File: config.mk
export PLATFORM = sky130hd
export DESIGN_NAME = uart
export DESIGN_NICKNAME = d
export VERILOG_FILES = /design/src/rtl/uart.sv
export SDC_FILE = /design/constraint.sdc
export NUM_CORES = 1
export LEC_CHECK = 0
export CAP_MARGIN = 10
export CORE_UTILIZATION = 35
export CTS_CLUSTER_DIAMETER = 200
export DETAILED_ROUTE_END_ITERATION = 10
export DONT_BUFFER_PORTS = 1
export PLACE_DENSITY_LB_ADDON = 0.2
export SLEW_MARGIN = 20
export SYNTH_ARGS = -nofsm -noshare
export SYNTH_HDL_FRONTEND = slang
export SYNTH_SLANG_ARGS = --single-unit
File: constraint.sdc
create_clock -name clk -period 1.85 [get_ports clk]
set_input_delay 0.185 -clock clk [delete_from_list [all_inputs] [get_ports clk]]
set_output_delay 0.185 -clock clk [all_outputs]
set_load 0.01 [all_outputs]
File: src/rtl/uart.sv
// 8N1 UART, one bit every CLK_HZ/BAUD clocks. tx_data_ack fires in the same
// cycle as tx_data_valid whenever the transmitter is idle; rx_data_fresh is a one-cycle pulse.
module uart #(
    parameter int CLK_HZ = 100_000_000,
    parameter int BAUD   = 115200
) (
    input  logic       clk,
    input  logic       rst,
    input  logic [7:0] tx_data,
    input  logic       tx_data_valid,
    output logic       tx_data_ack,
    output logic       txd,
    input  logic       rxd,
    output logic [7:0] rx_data,
    output logic       rx_data_fresh
);

    localparam int DIV = CLK_HZ / BAUD;
    localparam int DW  = (DIV > 2) ? $clog2(DIV) : 1;
    localparam logic [DW-1:0] BIT_LAST = DW'(DIV - 1);
    localparam logic [DW-1:0] HALF_BIT = DW'(DIV / 2);

    logic [8:0]    tx_sh;
    logic [3:0]    tx_left;
    logic [DW-1:0] tx_cnt;

    assign tx_data_ack = tx_data_valid && (tx_left == 4'd0);

    // tx_left counts whole bit periods still to be driven, start bit included.
    always_ff @(posedge clk or posedge rst) begin
        if (rst) begin
            txd     <= 1'b1;
            tx_sh   <= '1;
            tx_left <= 4'd0;
            tx_cnt  <= '0;
        end else if (tx_data_ack) begin
            txd     <= 1'b0;
            tx_sh   <= {1'b1, tx_data};
            tx_left <= 4'd10;
            tx_cnt  <= BIT_LAST;
        end else if (tx_left != 4'd0) begin
            if (tx_cnt == '0) begin
                txd     <= tx_sh[0];
                tx_sh   <= {1'b1, tx_sh[8:1]};
                tx_left <= tx_left - 4'd1;
                tx_cnt  <= BIT_LAST;
            end else begin
                tx_cnt <= tx_cnt - DW'(1);
            end
        end
    end

    logic [1:0]    rx_meta;
    logic          rx_in;
    logic [3:0]    rx_left;
    logic [DW-1:0] rx_cnt;
    logic [7:0]    rx_sh;

    assign rx_in = rx_meta[1];

    // Samples at bit centres; a start bit that is high at its centre is a glitch.
    always_ff @(posedge clk or posedge rst) begin
        if (rst) begin
            rx_meta       <= 2'b11;
            rx_left       <= 4'd0;
            rx_cnt        <= '0;
            rx_sh         <= '0;
            rx_data       <= '0;
            rx_data_fresh <= 1'b0;
        end else begin
            rx_meta       <= {rx_meta[0], rxd};
            rx_data_fresh <= 1'b0;
            if (rx_left == 4'd0) begin
                if (!rx_in) begin
                    rx_left <= 4'd10;
                    rx_cnt  <= HALF_BIT;
                end
            end else if (rx_cnt != '0) begin
                rx_cnt <= rx_cnt - DW'(1);
            end else begin
                rx_cnt  <= BIT_LAST;
                rx_left <= rx_left - 4'd1;
                if (rx_left == 4'd10) begin
                    if (rx_in) rx_left <= 4'd0;
                end else if (rx_left == 4'd1) begin
                    if (rx_in) begin
                        rx_data       <= rx_sh;
                        rx_data_fresh <= 1'b1;
                    end
                end else begin
                    rx_sh <= {rx_in, rx_sh[7:1]};
                end
            end
        end
    end

endmodule

# Word-level counts from Yosys, hierarchy flattened
# Index checks and enable logic that the tools add are counted.
# Widths: inputs -> output; s select.
[word_totals]
register_bits = 57
inputBits = 12
out_inout_bits = 11
[classes]
n_addsub = 4
n_eq_ne = 4
n_mux = 25
bitwise_logic = 4
n_reduce_logical = 12
[ops]
columns = ["op", "count"]
rows = [
  ["$mux 10", 6],
  ["$mux 4", 8],
  ["$mux 9", 3],
  ["$sub 10x1->10 const B", 2],
  ["$logic_not 10->1", 1],
  ["$reduce_bool 10->1", 1],
  ["$logic_not 4->1", 2],
  ["$mux 1", 8],
  ["$sub 4x1->4 const B", 2],
  ["$reduce_and 5->1", 1],
  ["$eq 4x1->1 const B", 1],
  ["$eq 4x4->1 const B", 1],
  ["$ne 2x2->1 const B", 2],
  ["$not 1->1", 4],
  ["$reduce_and 2->1", 2],
  ["$reduce_and 4->1", 1],
  ["$reduce_bool 2->1", 2],
  ["$reduce_bool 4->1", 1],
  ["$logic_and 1x1->1", 1],
]

# Longest topological paths before layout
[depth]
depth_word = 5
depth_mapped = 9

# Least setup slack after synthesis
# OpenSTA, ideal clock, no wires.
[synth_path]
path_kind = "reg2reg"
from = "register rx_cnt[0]"
to = "register rx_data[0]"
setup_time_ns = 0.125
arrival_ns = 1.754
required_ns = 1.725
slack_ns = -0.029
path_stages_with_launch = 8
n_path_buf = 1
synth_period_minus_slack_ns = 1.879
cell_sequence = "dfrtp_1 > inv_1 > ha_1 > nor3b_2 > and3_1 > and3_1 > buf_4 > mux2_2"
[synth_between]
elab_chain_len = 3
[synth_rtl]
columns = ["item", "line_no", "source"]
rows = [
  ["start: declaration", "56", "logic [DW-1:0] rx_cnt;"],
  ["start signal: assignment", "79", "rx_cnt <= rx_cnt - DW'(1);"],
  ["$reduce_bool 10->1", "78", "end else if (rx_cnt != '0) begin"],
  ["$not 1->1 (no source line)", "-", ""],
  ["$reduce_and 5->1 (no source line)", "-", ""],
  ["end signal: assignment", "87", "rx_data <= rx_sh;"],
  ["end: declaration", "14", "output logic [7:0] rx_data,"],
]
# No other way between the ends.
# A chain may end at the register's enable or synchronous reset.

# Worst setup path after layout
[layout_path]
from = "register rx_cnt[1]"
to = "register rx_data[0]"
# Same word-level chain as after synthesis.

==> impl_metrics.csv <==
group,metric,value,unit
status,status,"finished, final reports clean",
clock_tree,clk_pin_slew,0.10,ns
sta,worstMarginPinSlew,0.555,ns
critical_path,start_kind,"flip-flop",
synthesis,synth_top_area_cell,"dfrtp_1",
power_and_ir_drop,power.share.switching,0.198,
power_and_ir_drop,pwr-share-comb,0.020,
power_and_ir_drop,p_int,1720,uW
power_and_ir_drop,p_sw,425,uW
global_routing,first_global_vias,1968,
critical_path,worst_r2r_endpoint,"rx_data[0]",
finish,final_nets,317,
clock_tree,cts_tree,"built",
detailed_routing,routed_wirelength,5.59,mm
critical_path,worstSetupPathType,"reg -> reg",
placed_design,dpl_cell_area,3170,um2
synthesis,synth-edff-count,0,
power_and_ir_drop,seq_power_share,0.573,
detailed_routing,viasPerCell,5.04,
finish,stdcell_area,3540,um2
power_and_ir_drop,power_density,606,nW/um2
sta,fin_crit,1.81,ns
synthesis,syn-cell-area,2730,um2
placed_design,place.gp.congestion,0.777,
detailed_routing,drtIter0Drc,76,
clock_tree,h-tree-depth,2,
global_routing,grt_pass1_wl,9.65,mm
sta,finalSetupViolCount,0,
clock_tree,cts_buffer_depth,2,
power_and_ir_drop,finalPower,2150,uW
sta,fmax,552,MHz
job,drv_cap,0,
finish,drive_gt1_frac,0.397,
floorplanning,start_util,0.368,
sta,rsz0062_at_grt,"true",
detailed_routing,dr_total_vias,2011,
synthesis,postSynthCellCount,246,
critical_path,critPathLaunch,"rx_cnt[1]",
critical_path,cp.required,2.05,ns
placed_design,dp_hpwl,3.79,mm
synthesis,yosysSeqAreaShare,0.519,
floorplanning,die_x,90.2,um
critical_path,cp_max_fo,4,
critical_path,worstPathArrival,2.01,ns
finish,n_fill_cell,681,
hold_path,min_from,"tx_data[1]",
synthesis,ys_warn_count,0,
floorplanning,rows,31,
sta,period_share,0.979,
global_routing,antenna_found_initial,0,
critical_path,end_kind,"flip-flop",
finish,layout_common_cells,"buf_4, dfrtp_1, nand2_1",
sta,clock_skew,0.00269,ns
critical_path,r2r_cells,7,
hold_path,hold_end,"tx_sh[1]",
synthesis,async_flop_share,1.00,
global_routing,grt_max_degree,34,
synthesis,ys.flop_type,"dfrtp_1",
detailed_routing,dr.pass1.iters,4,
sta,finalSetupTns,0,ns
detailed_routing,antenna_left,0,
finish,diodes,0,
sta,final_max_slew_viol_count,0,
synthesis,postSynthAreaPerCell,11.1,um2
floorplanning,core_area,7410,um2
detailed_routing,wl_per_cell,14.0,um
synthesis,synth_top_cell_area_share,0.413,
clock_tree,worstSkewPairLatency,0.30,ns
synthesis,ys_top_cells_by_area,"dfrtp_1, dfstp_2, mux2_2",
placed_design,io_buffers,0,
synthesis,syn_nets,264,
critical_path,rrSetupSlack,0.04,ns
finish,final_util,0.478,
hold_path,hold_class,"in -> reg",
clock_tree,cts_buffers,5,
global_routing,gr-usage-all-layers,0.145,
clock_tree,cts_root_buf,"clkbuf_8",
floorplanning,dieArea,8140,um2
sta,slew_headroom,0.630,
synthesis,ys_types,47,
floorplanning,fp.dieH,90.2,um
finish,area_delta_synth_final,29.9,%
floorplanning,ios,23,
synthesis,synth-seq-cells,56,
clock_tree,cts.sinks,56,
power_and_ir_drop,cellLeakagePower,0.00156,uW
sta,hold_violations,0,
detailed_routing,route.detailed.drc,0,
sta,timing.hold.ws,0.0619,ns
power_and_ir_drop,vdd.ir_drop.worst,0.362,mV
hold_path,hold_path_depth,2,
global_routing,overflow,0,
critical_path,r2r-start,"rx_cnt[1]",
power_and_ir_drop,p_clk_frac,0.407,
## per-layer routing
layer	up-vias	wire length, um	global-route usage
met5	-	0	0
li1	993	-	-
met2	24	2650	0.229
met3	5	169	0.0305
met4	0	59	0.0403
met1	989	2700	0.202
## cells in the mapped netlist (3+ instances only)
cell type,instances
a21oi_1,15
a31oi_1,4
buf_2,4
buf_4,3
dfrtp_1,45
dfstp_2,11
ha_1,6
inv_1,15
mux2_2,18
mux2i_1,11
nand2_1,26
nand3_1,4
nand4_1,3
nor2_1,10
nor2b_1,3
nor3b_1,3
nor4_1,4
o21ai_0,19
or3b_2,3
## worst max-delay path: stages, from the launching register on
cell and delay [ns]:
dfrtp_1 0.40, inv_2 0.09, ha_4 0.13, nor3b_4 0.19, and3_1 0.22, and3_4 0.21
buf_4 0.14, mux2_2 0.33
## how the worst max path moves through the flow
stage	endpoint	slack, ns	depth (start not counted)
2_1_floorplan	rx_data[0]	0.0001	7
3_3_place_gp	rx_data[7]	0.02	7
3_5_place_dp	rx_data[2]	-0.005	7
4_1_cts	rx_sh[5]	0.002	6
5_1_grt	rx_data[5]	-0.02	7
6_report	rx_data[0]	0.04	7
## final cells by class
| type | instances | area (um2) | area share |
|---|---|---|---|
| Tap cell | 99 | 124 | 0.0350 |
| Clock buffer | 7 | 96.3 | 0.0272 |
| Sequential cell | 56 | 1420 | 0.400 |
| Inverter | 15 | 56.3 | 0.0159 |
| Clock inverter | 1 | 30.0 | 0.00848 |
| Multi-Input combinational cell | 168 | 1360 | 0.384 |
| Timing Repair Buffer | 53 | 459 | 0.130 |
## logic make-up (layout without fill, tap and decap cells)
logic type      after synthesis  after routing  synth area share
compound gates               54             54             0.129
xor+xnor                      4              4            0.0129
fa+ha+maj                     6              6            0.0275
buf+inv                      22             76            0.0363
flops                        56             56             0.519
mux                          29             29             0.115
simple gates                 75             75             0.160
## sequential cells by signal (all words and copies together), names as in the netlist
register and flops:
rx_cnt 10, rx_data 8, rx_data_fresh 1, rx_left 4, rx_meta 2, rx_sh 8, tx_cnt 10, tx_left 4
tx_sh 8, txd 1
## repair_timing
action | in CTS | in global routing
setup buffers | 1 | 6
hold endpoints to repair | 24 | 0
resized for setup | 5 | 28
pin swaps | 3 | 7
hold buffers | 3 | 0
setup endpoints to repair | 20 | 49
## per-stage QoR
step | std cells | setup slack [ns]
floorplan | 246 | 0.000129
global placement | 381 | 0.0185
detailed placement | 381 | -0.00505
CTS | 393 | 0.00201
global route | 399 | -0.0218
finish | 399 | 0.0397
## power by group through the flow
| stage | Combinational [uW] | Clock (uW) | Sequential [uW] |
|---|---|---|---|
| after floorplan | 25.0 | 0 | 1250 |
| after global placement | 40.6 | 0 | 1250 |
| after detailed placement | 40.2 | 0 | 1250 |
| after CTS | 45.4 | 907 | 1230 |
| after global routing | 51.6 | 946 | 1230 |
| final | 43.3 | 873 | 1230 |
No activity file was read; power rests on OpenSTA's default activity.
